`src/rtl/vector_element_streamer.sv`:
```
// Transmit side of the per-element vector strobe interface.
// Takes one 4-element vector per valid/ready handshake, buffers it and emits
// one element per enabled cycle, with a new_vector strobe, element index and
// last flag, plus a sync_clear pulse that realigns downstream index counters.
//
// state | meaning
// IDLE  | no vector buffered; in_ready high (unless abort/reset)
// SEND  | buffer holds a vector; ptr is the next element to emit
module vector_element_streamer #(
   parameter int DATA_WIDTH    = 8,
   parameter int VECTOR_LENGTH = 4
) (
   input  logic                                clock,
   input  logic                                clear_n,
   input  logic                                en,
   input  logic                                abort,
   input  logic                                in_valid,
   output logic                                in_ready,
   input  logic [VECTOR_LENGTH*DATA_WIDTH-1:0] in_vector,
   output logic [DATA_WIDTH-1:0]               element,
   output logic                                new_vector,
   output logic [1:0]                          vector_index,
   output logic                                last_element,
   output logic                                sync_clear,
   output logic                                busy
);

   typedef enum logic {IDLE = 1'b0, SEND = 1'b1} state_t;

   state_t                              state_q, state_d;
   logic [1:0]                          ptr_q, ptr_d;
   logic [VECTOR_LENGTH*DATA_WIDTH-1:0] buf_q, buf_d;
   logic [DATA_WIDTH-1:0]               element_q, element_d;
   logic [1:0]                          vidx_q, vidx_d;
   logic                                nv_q, nv_d;
   logic                                last_q, last_d;
   logic                                sclr_q, sclr_d;
   logic                                busy_q, busy_d;
   logic                                accept;
   logic [DATA_WIDTH-1:0]               elem_sel;

   // Ready is combinational so a new vector can be taken in the same cycle
   // the last element of the current one is emitted (gapless streaming).
   assign in_ready = clear_n && !abort &&
                     ((state_q == IDLE) || (en && (ptr_q == 2'd3)));
   assign accept   = in_valid && in_ready;
   assign elem_sel = buf_q[32'(ptr_q)*DATA_WIDTH +: DATA_WIDTH];

   // Next-state and output decode; abort overrides accept and emission.
   always_comb begin
      state_d   = state_q;
      ptr_d     = ptr_q;
      buf_d     = buf_q;
      element_d = element_q;
      vidx_d    = vidx_q;
      nv_d      = 1'b0;
      last_d    = 1'b0;
      sclr_d    = 1'b0;
      if (abort) begin
         state_d = IDLE;
         ptr_d   = 2'd0;
         vidx_d  = 2'd0;
         sclr_d  = 1'b1;
      end else begin
         unique case (state_q)
            IDLE: begin
               if (accept) begin
                  buf_d   = in_vector;
                  ptr_d   = 2'd0;
                  state_d = SEND;
               end
            end
            SEND: begin
               if (en) begin
                  element_d = elem_sel;
                  vidx_d    = ptr_q;
                  nv_d      = 1'b1;
                  last_d    = (ptr_q == 2'd3);
                  ptr_d     = ptr_q + 2'd1;
                  if (ptr_q == 2'd3) begin
                     if (accept) buf_d   = in_vector;
                     else        state_d = IDLE;
                  end
               end
            end
            default: state_d = IDLE;
         endcase
      end
      busy_d = (state_d == SEND);
   end

   // State and output registers with synchronous active-low clear.
   always_ff @(posedge clock) begin
      if (!clear_n) begin
         state_q   <= IDLE;
         ptr_q     <= 2'd0;
         buf_q     <= '0;
         element_q <= '0;
         vidx_q    <= 2'd0;
         nv_q      <= 1'b0;
         last_q    <= 1'b0;
         sclr_q    <= 1'b0;
         busy_q    <= 1'b0;
      end else begin
         state_q   <= state_d;
         ptr_q     <= ptr_d;
         buf_q     <= buf_d;
         element_q <= element_d;
         vidx_q    <= vidx_d;
         nv_q      <= nv_d;
         last_q    <= last_d;
         sclr_q    <= sclr_d;
         busy_q    <= busy_d;
      end
   end

   assign element      = element_q;
   assign new_vector   = nv_q;
   assign vector_index = vidx_q;
   assign last_element = last_q;
   assign sync_clear   = sclr_q;
   assign busy         = busy_q;

endmodule

```
`config.mk`:
```
export PLATFORM = sky130hd
export DESIGN_NAME = vector_element_streamer
export DESIGN_NICKNAME = d
export VERILOG_FILES = /design/src/rtl/vector_element_streamer.sv
export SDC_FILE = /design/constraint.sdc
export NUM_CORES = 1
export LEC_CHECK = 0
export ABC_AREA = 0
export CAP_MARGIN = 30
export CORE_MARGIN = 3
export CORE_UTILIZATION = 31
export DETAILED_ROUTE_END_ITERATION = 7
export HOLD_SLACK_MARGIN = 0.05
export MAX_ROUTING_LAYER = met4
export PLACE_DENSITY = 0.54
export SYNTH_ARGS = -nofsm -noshare
export SYNTH_HDL_FRONTEND = slang
export SYNTH_SLANG_ARGS = --single-unit
```
`constraint.sdc`:
```
create_clock -name clock -period 1.7 [get_ports clock]
set_input_delay 0.17 -clock clock [delete_from_list [all_inputs] [get_ports clock]]
set_output_delay 0.17 -clock clock [all_outputs]
set_load 0.02 [all_outputs]
```
==> impl_metrics.tcl <==
set metrics [dict create \
    status "finished clean" \
    ir_worst_vdd_v 0.0003154 \
    r2r-start "ptr_q[0]" \
    synth.distinct_cells 24 \
    synth_area_um2 2105 \
    area_growth_pct 36.33 \
    grt.total_usage 0.1448 \
    core_area_um2 6459 \
    synth_area_leaders "dfxtp_1 46%, o21ai_2 12%, nand4_1 9.5%" \
    synth-xor-area-share 0 \
    synth.avg_cell_area_um2 9.788 \
    path_cells "ha_1 -> a21bo_1 -> and2_1 -> clkdlybuf4s15_1" \
    die_width_um 88.40 \
    grt_overflow_total 0 \
    cts_buffer_depth 2 \
    synth_top_area_share 0.4566 \
    min-delay-start "in_vector[2]" \
    initial_utilization 0.3258 \
    final_net_count 306 \
    critPathSlowestCell "dfxtp_1" \
    cts_num_sinks 48 \
    final_area_um2 2869 \
    route.vias.total 1741 \
    power_frac_comb 0.127 \
    grt_pass1_vias 1646 \
    tightest_slew_ns 0.4364 \
    relSlewSlack 0.7090 \
    yosysMostFrequentCell "dfxtp_1" \
    critPathMaxFanout 2 \
    drv_slew 0 \
    syn_nets 253 \
    fin_skew_ns 0.01095 \
    nFillCells 647 \
    min_period_ns 1.617 \
    critPathBufInv 1 \
    hp-class "in2reg" \
    max_stage_delay_ns 0.32 \
    ys_seq_elements 48 \
    min_to "buf_q[2]" \
    synth_edf_count 0 \
    pwr-share-seq 0.517 \
    power.leakage_nw 1.010 \
    r2r-end "buf_q[12]" \
    async_flop_share 0 \
    synth-simple-area-share 0.2081 \
    final_util 0.4442 \
    hold_viol 0 \
    dp_hpwl_um 3551 \
    cts_hold_buf 0 \
    drt_drc_violations_left 0 \
    synthFlopType "dfxtp_1" \
    hold_depth 3 \
    placed_area_um2 2761 \
    switching_share 0.2337 \
    ff2ff_path_depth 6 \
    grt_max_degree 43 \
    multi_input_area_um2 1025 \
    worstPathArrival_ns 1.45 \
    post_drt_via_cell_ratio 5.032 \
    syn_inst 215 \
    cts_root_buf "clkbuf_8" \
    antenna_found_initial 0 \
    drt-total-wl_um 5046 \
    die_y_um 88.40 \
    powerDensity_nw_per_um2 801.0 \
    fin_cells 346 \
    internal-power_w 0.001761 \
    grt_pass1_wl_um 8355 \
    post-route-period-util 0.9513 \
    cap_violations 0 \
    met3_usage 0.03538 \
    ys_seq_area_frac 0.4566 \
    p_clk_frac 0.356 \
    tns_ns 0 \
    first_pass_iters 4 \
    cts.clk_slew.worst_paths_ns 0.09 \
    path_delay_family "flip-flops" \
    grtUsageMet2 0.1937 \
    use_met1 0.2142 \
    gp_congestion 0.7562 \
    p_switching_w 0.0005371 \
    clk_latency_ns 0.30 \
    synth_top_family_by_area "simple AND/OR/NAND/NOR gates" \
    final-seq-area_um2 960.9 \
    synth_compound_area_frac 0.1813 \
    drt_iter0_drc 71 \
    layout-drive-gt1-share 0.2454 \
    grt_most_used_layer "met1" \
    diodes 0 \
    wl_per_cell_um 14.58 \
    dieArea_um2 7814 \
    ant_nets 0 \
    yosys_warnings 0 \
    htreeDepth 2 \
    std_cell_rows 29 \
    cts_made_buffers 5 \
    synth_fa_ha_area_frac 0.005945 \
    crit_required_ns 1.53 \
    dp.cells 338 \
    finalSetupViolCount 0 \
    cp-end-kind "primary output" \
    portBuffers 51 \
    cts_tree "yes" \
    synthMuxAreaShare 0.09037 \
    worstSetupPathType "reg2out" \
    max_freq_mhz 618.4 \
    start_kind "flip-flop" \
    rsz0062_at_grt "no" \
    synth_top_area_cell "dfxtp_1" \
    io_pins 52 \
    rrSetupSlack_ns 0.22 \
    synth_common_cells "48 x dfxtp_1, 44 x nand2_1, 32 x nand4_1" \
]
==> flip-flops by register name (all words and copies together) (netlist names) <==
name and cells:
element 8, vector_index 2, busy 1, ptr_q 2, new_vector 1, sync_clear 1, buf_q 32, last_element 1
==> area by class of cell <==
type | instances | area share
clock buffer | 6 | 0.02529
clock inverter | 2 | 0.01221
inverter | 1 | 0.001308
multi-input combinational | 144 | 0.3572
sequential | 48 | 0.3349
tap | 77 | 0.03358
timing repair buffer | 68 | 0.2355
==> logic make-up after synthesis <==
kind of cell,after synthesis
muxes,9
and+or+nand+nor,88
AOI/OAI and AO/OA,46
buffers and inverters,23
DFF,48
adders and majority gates,1
==> tightest hold or removal path, delay by kind of cell <==
kind                   cells  cell delay, ns
AOI/OAI and AO/OA          1            0.05
and+or+nand+nor            1            0.09
buffers and inverters      1            0.40
==> repair_timing <==
item	4_1_cts	5_1_grt
setup endpoints to repair	1	1
gates resized for setup	1	1
setup buffers	0	0
==> power by group through the flow <==
stage / clock (W) / combinational [W] / sequential (W)
finish: 0.000817 / 0.000292 / 0.00119
global route: 0.000897 / 0.000317 / 0.00120
CTS: 0.000846 / 0.000295 / 0.00119
detailed placement: 0 / 0.000294 / 0.00121
global placement: 0 / 0.000292 / 0.00121
floorplan: 0 / 0.000144 / 0.00121
==> metrics by stage <==
step	power [W]	hold WS, ns	setup slack (ns)
floorplan	0.001358	0.2917	0.2330
global placement	0.001506	0.4448	-0.06134
detailed placement	0.001509	0.4471	-0.06285
CTS	0.002330	0.4283	0.03230
global route	0.002410	0.4320	0.01174
finish	0.002298	0.4360	0.08281
==> metal layers <==
layer | wire length (um) | share of wire
met3 | 291 | 0.058
met1 | 2628 | 0.52
met2 | 2091 | 0.41
met4 | 35 | 0.0069
met5 | 0 | 0
==> cells in the final DEF, fill, tap and decap left out, types with 2 or more instances in the layout <==
| cell | synthesis | final |
|---|---|---|
| clkbuf_8 | 0 | 5 |
| clkdlybuf4s50_1 | 0 | 50 |
| nand4_1 | 32 | 32 |
| nor2_1 | 2 | 2 |
| o21ai_2 | 30 | 30 |
| nand3_1 | 2 | 2 |
| and2_1 | 3 | 3 |
| buf_4 | 0 | 14 |
| buf_12 | 0 | 3 |
| o21ai_0 | 2 | 2 |
| mux4_2 | 8 | 8 |
| a21oi_1 | 4 | 4 |
| nand2_1 | 44 | 44 |
| o2bb2ai_1 | 8 | 8 |
| dfxtp_1 | 48 | 48 |
==> worst max path at each step <==
stage | cells past startpoint | to | startpoint | slack, ns
final | 4 | in_ready | ptr_q[0] | 0.08
after global routing | 4 | in_ready | ptr_q[0] | 0.01
after CTS | 4 | in_ready | ptr_q[0] | 0.03
after detailed placement | 4 | in_ready | clear_n | -0.06
after global placement | 4 | in_ready | clear_n | -0.06
after floorplan | 4 | in_ready | busy | 0.23
No activity file was read; power rests on OpenSTA's default activity.
